[src/rtl/pc_context_mux.sv]
// PC/interrupt write-back multiplexer with latched IRQs, fixed-priority offer/ack and a LIFO of saved PCs.
// Optional per-line interrupt mask enabled by defining PC_CONTEXT_IRQ_MASK_EN.
module pc_context_mux #(
    parameter int PC_WIDTH    = 11,
    parameter int DATA_WIDTH  = 32,
    parameter int NUM_IRQ     = 4,
    parameter int STACK_DEPTH = 4
) (
    input  logic                       clock,
    input  logic                       reset,
    input  logic [PC_WIDTH-1:0]        valor_pc,
    input  logic [DATA_WIDTH-1:0]      dado,
    input  logic [NUM_IRQ-1:0]         irq_req,
`ifdef PC_CONTEXT_IRQ_MASK_EN
    input  logic [NUM_IRQ-1:0]         irq_mask,
`endif
    input  logic                       irq_enable,
    input  logic                       irq_ack,
    input  logic                       irq_return,
    input  logic                       save_pc,
    input  logic                       save_pc_buffer,
    input  logic                       get_interruption,
    output logic                       irq_valid,
    output logic [$clog2(NUM_IRQ)-1:0] irq_id,
    output logic                       stack_full,
    output logic                       stack_err,
    output logic [DATA_WIDTH-1:0]      escolhido,
    output logic [1:0]                 dbg_state
);

    localparam int IW = $clog2(NUM_IRQ);
    localparam int SW = $clog2(STACK_DEPTH);

    // Handshake: irq_valid/irq_id are offered until irq_ack is seen in the same cycle as irq_valid;
    // the offer is withdrawn only if irq_enable drops or irq_return is processed.
    typedef enum logic [1:0] {
        ST_IDLE    = 2'd0,
        ST_OFFER   = 2'd1,
        ST_SERVICE = 2'd2
    } state_t;

    state_t                r_state;
    logic [NUM_IRQ-1:0]    r_pending;
    logic [PC_WIDTH-1:0]   r_stk_pc [STACK_DEPTH];
    logic [IW-1:0]         r_stk_id [STACK_DEPTH];
    logic [SW:0]           r_sp;
    logic                  r_irq_valid;
    logic [IW-1:0]         r_irq_id;
    logic                  r_stack_err;
    logic [DATA_WIDTH-1:0] r_escolhido;

    logic                  w_empty;
    logic                  w_full;
    logic [SW-1:0]         w_top_idx;
    logic [SW-1:0]         w_under_idx;
    logic [PC_WIDTH-1:0]   w_top_pc;
    logic [IW:0]           w_cur_level;
    logic [IW-1:0]         w_next_top_id;
    logic [NUM_IRQ-1:0]    w_mask;
    logic [NUM_IRQ-1:0]    w_eligible;
    logic [IW-1:0]         w_lowest;
    logic                  w_any_elig;
    logic                  w_ack;
    logic [NUM_IRQ-1:0]    w_clear;

`ifdef PC_CONTEXT_IRQ_MASK_EN
    assign w_mask = irq_mask;
`else
    assign w_mask = '0;
`endif

    assign w_empty     = (r_sp == '0);
    assign w_full      = (r_sp == (SW+1)'(STACK_DEPTH));
    assign w_top_idx   = SW'(r_sp - (SW+1)'(1));
    assign w_under_idx = SW'(r_sp - (SW+1)'(2));
    assign w_top_pc    = w_empty ? '0 : r_stk_pc[w_top_idx];
    assign w_cur_level = w_empty ? (IW+1)'(NUM_IRQ) : {1'b0, r_stk_id[w_top_idx]};
    // Id shown after a pop: the entry below the current top, or 0 once the stack drains.
    assign w_next_top_id = (r_sp >= (SW+1)'(2)) ? r_stk_id[w_under_idx] : '0;

    always_comb begin
        w_eligible = '0;
        for (int i = 0; i < NUM_IRQ; i++) begin
            w_eligible[i] = r_pending[i] & irq_enable & ~w_mask[i] & ((IW+1)'(i) < w_cur_level);
        end
    end

    always_comb begin
        w_lowest = '0;
        for (int i = NUM_IRQ - 1; i >= 0; i--) begin
            if (w_eligible[i]) w_lowest = IW'(i);
        end
    end

    assign w_any_elig = |w_eligible;
    assign w_ack      = (r_state == ST_OFFER) & irq_ack & ~irq_return;
    assign w_clear    = w_ack ? (NUM_IRQ'(1) << r_irq_id) : '0;

    always_ff @(posedge clock or posedge reset) begin
        if (reset) begin
            r_state     <= ST_IDLE;
            r_sp        <= '0;
            r_irq_valid <= 1'b0;
            r_irq_id    <= '0;
            r_stack_err <= 1'b0;
            for (int i = 0; i < STACK_DEPTH; i++) begin
                r_stk_pc[i] <= '0;
                r_stk_id[i] <= '0;
            end
        end else if (irq_return) begin
            // A return overrides any same-cycle ack and always lands in IDLE.
            if (w_empty) r_stack_err <= 1'b1;
            else         r_sp        <= r_sp - (SW+1)'(1);
            r_state     <= ST_IDLE;
            r_irq_valid <= 1'b0;
            r_irq_id    <= w_next_top_id;
        end else begin
            case (r_state)
                ST_IDLE, ST_SERVICE: begin
                    if (w_any_elig && !w_full) begin
                        r_state     <= ST_OFFER;
                        r_irq_valid <= 1'b1;
                        r_irq_id    <= w_lowest;
                    end
                end
                ST_OFFER: begin
                    if (irq_ack) begin
                        r_stk_pc[r_sp[SW-1:0]] <= valor_pc;
                        r_stk_id[r_sp[SW-1:0]] <= r_irq_id;
                        r_sp        <= r_sp + (SW+1)'(1);
                        r_irq_valid <= 1'b0;
                        r_state     <= ST_SERVICE;
                    end else if (!irq_enable) begin
                        r_irq_valid <= 1'b0;
                        r_state     <= ST_IDLE;
                    end
                end
                default: begin
                    r_state     <= ST_IDLE;
                    r_irq_valid <= 1'b0;
                end
            endcase
        end
    end

    // New requests win over the clear of the acknowledged line.
    always_ff @(posedge clock or posedge reset) begin
        if (reset) begin
            r_pending   <= '0;
            r_escolhido <= '0;
        end else begin
            r_pending <= (r_pending & ~w_clear) | irq_req;
            if (save_pc)               r_escolhido <= DATA_WIDTH'(valor_pc);
            else if (save_pc_buffer)   r_escolhido <= DATA_WIDTH'(w_top_pc);
            else if (get_interruption) r_escolhido <= DATA_WIDTH'(r_irq_id) + DATA_WIDTH'(1);
            else                       r_escolhido <= dado;
        end
    end

    assign irq_valid  = r_irq_valid;
    assign irq_id     = r_irq_id;
    assign stack_full = w_full;
    assign stack_err  = r_stack_err;
    assign escolhido  = r_escolhido;
    assign dbg_state  = r_state;

endmodule

[config.mk]
export PLATFORM = sky130hd
export DESIGN_NAME = pc_context_mux
export DESIGN_NICKNAME = d
export VERILOG_FILES = /design/src/rtl/pc_context_mux.sv
export SDC_FILE = /design/constraint.sdc
export NUM_CORES = 1
export LEC_CHECK = 0
export CAP_MARGIN = 10
export CORE_MARGIN = 2
export CORE_UTILIZATION = 45
export DETAILED_ROUTE_END_ITERATION = 8
export PLACE_DENSITY = 0.72
export SYNTH_ARGS = -nofsm -noshare
export SYNTH_HDL_FRONTEND = slang
export SYNTH_SLANG_ARGS = --single-unit
[constraint.sdc]
create_clock -name clock -period 4.8 [get_ports clock]
set_input_delay 0.72 -clock clock [delete_from_list [all_inputs] [get_ports clock]]
set_output_delay 0.72 -clock clock [all_outputs]
set_load 0.05 [all_outputs]
# == Yosys cells after proc, flatten, opt, wreduce, memory -nomap -nowiden ==
# Index checks and enable logic that the tools add are counted.
# W data, S select, Z words.
# classes
add_sub_neg,4
n_lt_le_gt_ge,9
n_eq_ne,6
n_shift,1
mux,43
bitwise,17
reduce_logical,16
# op_table
op,count
$mux W32,3
$bwmux W44,1
$mux W11,4
$mux W2,17
$bmux W11 S2,1
$demux W11 S2,1
$mux W3,5
$and A1 B1 Y1,10
$ge A3 B3 Y1 const B,3
$not A2 Y3,3
$bmux W2 S2,2
$bwmux W8,1
$reduce_bool A2 Y1,4
$lt A1 B3 Y1 const A,2
$lt A2 B3 Y1 const A,2
$reduce_and A2 Y1,3
$reduce_and A3 Y1,2
$and A4 B4 Y4,1
$demux W2 S2,1
$mux W1,4
$mux W4,1
$ne A4 B4 Y1 const B,1
$not A4 Y4,1
$or A4 B4 Y4,1
other kinds (21),22
# totals
ff_bits,97
output_inout_bits,39

# == Logic depth before layout (Yosys ltp) ==
# logic_depth
word_depth,15
mapped_depth,9
ltp_nobuf,7

# == Worst setup path after synthesis ==
# OpenSTA, ideal clock, no wires.
# synth_timing
path_type,reg-to-reg
startpoint,register r_sp[0]
endpoint,register r_irq_id[0] (netlist: irq_id[0])
setup_ps,126
arrival_time_ps,2294
required_ps,4674
path_slack_ps,2380
stages_incl_launch_ff,9
synth_period_minus_slack_ps,2420
cell_sequence,dfrtp_1 buf_6 inv_1 ha_1 and2_1 nand2b_1 or4_1 o31a_1 a221o_1
# synth_via
elab_chain_cells,15
elab_cells_between_ends,35
cone_classes,add/sub (2); order compare (5); eq/ne (1); mux (15); bitwise (6); reduce/logical (6)
# synth_lines
item,line_no,source
from (decl),46,logic [SW:0] r_sp;
from (signal assigned),113,else r_sp <= r_sp - (SW+1)'(1);
from (signal assigned),130,r_sp <= r_sp + (SW+1)'(1);
$sub A3 B1 Y3 *,n/a,
via w_top_idx[0],54,logic [SW-1:0] w_top_idx;
$not A2 Y3 (implied by the code) *,77,"assign w_cur_level = w_empty ? (IW+1)'(NUM_IRQ) : {1'b0, r_stk_id[w_top_idx]};"
$bmux W2 S2 *,77,
$mux W2 (implied by the code) * (2 in a row),77,
$mux W3 *,77,
$lt A2 B3 Y1,84,w_eligible[i] = r_pending[i] & irq_enable & ~w_mask[i] & ((IW+1)'(i) < w_cur_level);
$and A1 B1 Y1,84,
$mux W2 (4 in a row),91,if (w_eligible[i]) w_lowest = IW'(i);
$mux W2,120,if (w_any_elig && !w_full) begin
$mux W2,118,case (r_state)
$mux W2,110,end else if (irq_return) begin
to (signal assigned),116,r_irq_id <= w_next_top_id;
to (signal assigned),123,r_irq_id <= w_lowest;
to (decl),48,logic [IW-1:0] r_irq_id;
# The timed path passes the listed nets; every way through them passes the cells marked *. The select of a mux whose other input is x is not followed.
# A chain may end at the register's enable or synchronous reset.

# == Final worst setup path ==
# layout_timing
startpoint,register r_sp[0]
endpoint,output stack_full
# layout_via
elab_chain_cells,1
# layout_lines
item,line_no,source
$eq A3 B3 Y1,73,assign w_full = (r_sp == (SW+1)'(STACK_DEPTH));
to (decl),25,"output logic stack_full,"
# Every way passes these cells.

==> impl_metrics.py <==
metrics = {
    "yosys": {
        "post_synth.cell_area_avg_um2": 12.5,
        "synth_top_family_by_area": "multiplexers",
        "yosys_warnings": 0,
        "synthMuxAreaShare": 0.177,
        "synth-xor-area-share": 0.00410,
        "netlist_instances": 343,
        "syn_area_mm2": 0.00427,
        "yosysSeqAreaShare": 0.568,
        "synth_compound_area_frac": 0.0975,
        "yosysUniqueCellTypes": 38,
        "synth_nets": 407,
        "ys_ff_latch": 97,
        "synth-adder-area-share": 0.0264,
        "synth-simple-area-share": 0.0993,
    },
    "cts": {
        "numCtsBuffers": 9,
        "clk_pin_slew_ns": 0.10,
        "holdBufCountCts": 0,
        "cts_setup_buffers": 0,
        "cts_resized": 0,
        "cts_max_path_buffers": 2,
        "clockRootBuffer": "clkbuf_8",
        "numClockSinks": 97,
        "cts_tree": "built",
        "cts.htree.levels": 3,
        "clk-insertion-delay-late_ns": 0.37,
    },
    "power": {
        "power.density_mw_per_mm2": 477,
        "p_leak_nw": 2.45,
        "ir_drop_mv": 0.223,
        "total_power_w": 0.00263,
    },
    "final_layout": {
        "drive_gt1_frac": 0.160,
        "syn_to_final_growth_pct": 29.1,
        "layout.nets": 496,
        "stdcell_count": 566,
        "antenna_cells": 0,
    },
    "global_routing": {
        "antenna_found_initial": 0,
        "grt_use_total": 0.195,
        "grt_max_degree": 77,
        "grt_pass1_wl_mm": 15.2,
        "first_global_vias": 3034,
        "grt_overflow_total": 0,
    },
    "critical_path": {
        "required_ns": 4.08,
        "criticalPathCategory": "reg2out",
        "critPathMaxStageDelay_ns": 0.80,
        "path_buf_inv": 3,
        "startpoint_type": "flip-flop",
        "critPathSlowestCell": "clkdlybuf4s50_1",
        "critPathMaxFanout": 20,
        "critPathCaptureType": "output port",
        "worstPathCellList": "buf_4 > inv_1 > ha_1 > and2_1 > clkdlybuf4s50_1",
        "cp.arrival_ns": 2.32,
        "critPathTopFamily": "buffers and inverters",
    },
    "timing": {
        "period_share": 0.634,
        "slew_headroom": 0.364,
        "clock_skew_ns": 0.0156,
        "worstMarginPinSlew_ns": 0.954,
        "rsz0062_at_grt": "no",
        "min_period_ns": 3.04,
        "drv_slew": 0,
        "tns_ns": 0,
        "hold_viol": 0,
        "setup_ws_ns": 1.76,
        "setup_viol": 0,
        "max_freq_mhz": 328,
    },
    "worst_hold_path": {
        "hold_class": "reg2reg",
    },
    "flow_run": {
        "maxCapViolCount": 0,
    },
    "detailed_routing": {
        "drtAntennaViolNets": 0,
        "drc": 0,
        "drt_iter0_drc": 164,
        "vias": 2941,
        "detail_route.wl_per_cell_um": 16.4,
        "wl_mm": 9.28,
        "firstDrtPassIters": 4,
        "viasPerCell": 5.20,
    },
    "die": {
        "die_x_um": 101,
        "start_util": 0.462,
        "die_area_mm2": 0.0103,
        "fp-row-count": 35,
        "ioPinCount": 94,
        "dieHeight_um": 101,
        "core_area_mm2": 0.00924,
    },
    "place": {
        "place_congestion": 0.849,
        "io_buffers": 93,
        "dp_hpwl_mm": 6.44,
        "placed_cells": 550,
        "place_ws_ns": 1.75,
    },
    "status": {
        "run_status": "complete, no violations",
    },
}
==> area by class of cell <==
| cell class | count | area [um^2] |
|---|---|---|
| Sequential cell | 97 | 2430 |
| Multi-Input combinational cell | 218 | 1730 |
| Clock buffer | 9 | 124 |
| Clock inverter | 7 | 67.6 |
| Tap cell | 129 | 161 |
| Timing Repair Buffer | 98 | 968 |
| Inverter | 8 | 31.3 |
| Fill cell | 759 | 3730 |
==> cells in the final DEF, fill, tap and decap left out, drive strengths merged, types with 2 or more instances in the layout <==
cell type / instances
a32oi: 8
o22ai: 2
clkbuf: 9
nand2b: 2
mux2: 32
a21oi: 11
dfrtp: 97
nor3: 2
nor4: 2
clkinv: 2
nand3: 5
buf: 5
o21ai: 30
mux2i: 5
nor2: 10
nand2: 42
and2: 22
a21o: 5
clkdlybuf4s50: 93
inv: 12
ha: 9
a311oi: 3
mux4: 15
==> per-layer routing <==
metal | vias to the layer above | wire length, um | GRT usage
met5 | - | 0 | 0
li1 | 1397 | - | -
met3 | 10 | 653 | 0.0614
met1 | 1441 | 4160 | 0.262
met4 | 0 | 162 | 0.0696
met2 | 93 | 4300 | 0.302
==> metrics by stage <==
stage / instance area (um^2) / hold slack (ns) / util
after floorplan: 4270 / 0.445 / -
after global placement: 5320 / 0.458 / 0.576
after detailed placement: 5320 / 0.452 / 0.576
after CTS: 5510 / 0.476 / 0.597
after global routing: 5510 / 0.511 / 0.597
final: 5510 / 0.471 / 0.597
==> synthesized netlist by cell type <==
cell / n / share of area
dfrtp_1: 97 / 0.57
nand2_1: 42 / 0.037
mux2_2: 32 / 0.084
o21ai_0: 30 / 0.035
and2_1: 22 / 0.032
clkbuf_1: 17 / 0.015
mux4_2: 13 / 0.069
a21oi_1: 10 / 0.012
nor2_1: 10 / 0.0088
ha_1: 9 / 0.026
a32oi_1: 8 / 0.016
inv_1: 8 / 0.0070
a21o_1: 5 / 0.0088
mux2i_1: 5 / 0.012
nand3_1: 5 / 0.0059
a311oi_1: 3 / 0.0062
mux4_1: 2 / 0.012
nand2b_1: 2 / 0.0029
nor3_1: 2 / 0.0023
nor4_1: 2 / 0.0029
o22ai_1: 2 / 0.0029
a21oi_2: 1 / 0.0021
a221o_1: 1 / 0.0023
a222oi_1: 1 / 0.0023
a31oi_1: 1 / 0.0015
and2b_1: 1 / 0.0018
buf_2: 1 / 0.0012
buf_4: 1 / 0.0018
buf_6: 1 / 0.0026
nor4bb_1: 1 / 0.0023
o311a_1: 1 / 0.0023
o311ai_0: 1 / 0.0021
o31a_1: 1 / 0.0021
o31ai_1: 1 / 0.0018
or2_2: 1 / 0.0015
or4_1: 1 / 0.0018
xnor2_1: 1 / 0.0021
xor2_1: 1 / 0.0021
==> logic make-up after synthesis <==
family | Yosys count
AOI/OAI and AO/OA | 66
xor gates and xnor gates | 2
adders and majority gates | 9
buffers and inverters | 28
DFF | 97
muxes | 52
and+or+nand+nor | 89
==> registers in the layout (all words and copies together), names as in the netlist <==
signal	flops
escolhido	32
irq_id	2
irq_valid	1
r_sp	3
dbg_state	2
r_stk_pc	44
stack_err	1
r_pending	4
r_stk_id	8
==> path summary, 6_finish.rpt <==
check                                 startpoint                 endpoint  slack, ns  cells past startpoint
min reg2reg                stack_err$_DFFE_PP0P_    stack_err$_DFFE_PP0P_       0.47                      1
min in group asynchronous                  reset  escolhido[22]$_DFF_PP0_       0.63                      2
max reg2reg                  r_sp[0]$_DFFE_PP0P_    irq_id[0]$_DFFE_PP0P_       1.79                      8
max                          r_sp[0]$_DFFE_PP0P_               stack_full       1.76                      5
max in group asynchronous                  reset   escolhido[1]$_DFF_PP0_       2.91                      3
min                        stack_err$_DFFE_PP0P_    stack_err$_DFFE_PP0P_       0.47                      1
==> power by group <==
group          switching [W]  leakage [nW]  internal [W]  total [W]
logic               0.000512          1.08      0.000475   0.000987
registers           0.000113          1.27       0.00101    0.00112
clock network       0.000318        0.0962      0.000204   0.000522
total               0.000942          2.45       0.00169    0.00263
Note: power is estimated with default switching activity, not from simulation.
==> variant (same flow settings) <==
Take the reset off `r_pending` and load it in a clocked block of its own.
--- a/src/rtl/pc_context_mux.sv
+++ b/src/rtl/pc_context_mux.sv
@@ -146,15 +146,17 @@
     // New requests win over the clear of the acknowledged line.
     always_ff @(posedge clock or posedge reset) begin
         if (reset) begin
-            r_pending   <= '0;
             r_escolhido <= '0;
         end else begin
-            r_pending <= (r_pending & ~w_clear) | irq_req;
             if (save_pc)               r_escolhido <= DATA_WIDTH'(valor_pc);
             else if (save_pc_buffer)   r_escolhido <= DATA_WIDTH'(w_top_pc);
             else if (get_interruption) r_escolhido <= DATA_WIDTH'(r_irq_id) + DATA_WIDTH'(1);
             else                       r_escolhido <= dado;
         end
+    end
+
+    always_ff @(posedge clock) begin
+        r_pending <= (r_pending & ~w_clear) | irq_req;
     end
 
     assign irq_valid  = r_irq_valid;
Behaviour: not the same (a bounded check fails within 4 cycles, from zero or initial values and one cycle with reset high).
==> variant against the unedited design <==
  * Setup slack got worse by 0.076 ns
  * Power fell by 1.4%
  * Clock power barely moved
  * Clock skew fell by 0.0012 ns
  * Non-clock buffer count fell by 1
  * Global-route usage fell by 0.37 points
  * Wire length rose by 0.18%
  * Combinational power fell by 3.7%
  * Area after synthesis fell by 0.44%
  * Sequential cell count did not move
  * Cell area fell by 0.93%
  * Critical endpoint is now irq_id[0]
  * Largest cell class unchanged
  * Largest power group unchanged
==> variant: results (changes against the unedited design) <==
Clock network
  • Worst skew pair latency: 0.35 ns (was 0.37 ns)

Timing
  • Clock Skews: 0.0145 ns (was 0.0156 ns)
  • Rel. slew slack: 39.7% (was 36.4%)
  • Setup WS post-layout: 1.68 ns (was 1.76 ns)

GRT
  • Met1 GRT Util: 24.9% (was 26.2%)
  • Number of global-route vias before repair: 3030 (was 3034)
  • Largest net degree at the start of global routing: 53 (was 77)
  • GRT Total Usage: 19.1% (was 19.5%)
  • First-pass GRT wire length: 15200 um (about the same)

Route
  • DR iter-0 viols: 142 (was 164)
  • WL final: 9300 um (was 9280 um)
  • Via/cell ratio: 5.45 (was 5.20)

Outcome
  • Status: completed (unchanged)

Layout
  • Layout cells sized above 1: 15.1% (was 16.0%)
  • Nets: 495 (was 496)
  • Fillers: 782 (was 759)

Yosys
  • Ys async rst share: 95.9% (was 100%)
  • Synth area leaders: dfrtp_1 55%, mux2_2 8.5%, mux4_2 6.4%, nand2_1 3.7%, o21ai_0 3.5% (was dfrtp_1 57%, mux2_2 8.4%, mux4_2 6.9%, nand2_1 3.7%, o21ai_0 3.5%)

Power and ir drop
  • Leak: 0.00245 uW (about the same)
  • Part of the power in registers: 43.3% (was 42.6%)
  • Sw frac: 34.3% (was 35.8%)
  • Comb power frac: 36.7% (was 37.5%)
  • Internal power: 1700 uW (was 1690 uW)
  • Max IR drop VDD: 0.184 mV (was 0.223 mV)

Worst setup path
  • Setup CP Type: register to register (was register to output port)
  • Critical Path AT: 3.36 ns (was 2.32 ns)

Place
  • Final HPWL from detailed placement: 6420 um (was 6440 um)
==> variant: cell count changes in the layout (fill, tap and decap cells not counted) <==
cell       change
nor4bb_2       -1
bufinv_16      +1
nor4bb_1       +1
dfxtp_1        +4
clkbuf_1       +1
buf_4          -1
mux4_1         +1
dfrtp_1        -4
inv_8          -3
clkinv_4       -1
clkinv_2       +2
mux4_2         -1
==> variant: worst max-delay path, cell delays in order, from the launching register on <==
cell	delay, ns
dfrtp_1	0.33
buf_4	0.32
inv_1	0.15
ha_1	0.83
mux4_2	0.38
a21oi_2	0.07
or4_1	0.46
o31a_1	0.15
a221o_1	0.30
==> variant: metrics by stage <==
stage               utilization [%]  instance area (um2)  hold slack, ns  cells  total power, uW
finish                         59.4                 5460           0.468    547             2590
global route                   59.4                 5460           0.496    547             2740
CTS                            59.4                 5460           0.476    547             2620
detailed placement             57.3                 5270           0.455    531             2090
global placement               57.3                 5270           0.439    531             2050
floorplan                         -                 4250           0.444    343             1820
==> variant: area by class of cell <==
cell class	count	area [um2]	share of cell area, %
Clock buffer	10	128	2.34
Clock inverter	6	65.1	1.19
Inverter	8	31.3	0.573
Multi-Input combinational cell	218	1730	31.7
Sequential cell	97	2410	44.1
Tap cell	111	139	2.54
Timing Repair Buffer	97	961	17.6
==> variant: logic make-up (layout without fill, tap and decap cells) <==
logic type	count (synthesis)	after routing	synth area share, %
xor+xnor	2	2	0.412
flops	97	97	56.6
mux	52	52	17.9
buf+inv	28	121	2.71
fa+ha+maj	9	9	2.65
compound gates	66	66	9.80
simple gates	89	89	9.97
==> variant: per-layer routing <==
layer / vias up / wire (um)
met3: 4 / 736
li1: 1399 / -
met2: 103 / 4530
met5: - / 0
met4: 0 / 29
met1: 1474 / 4000
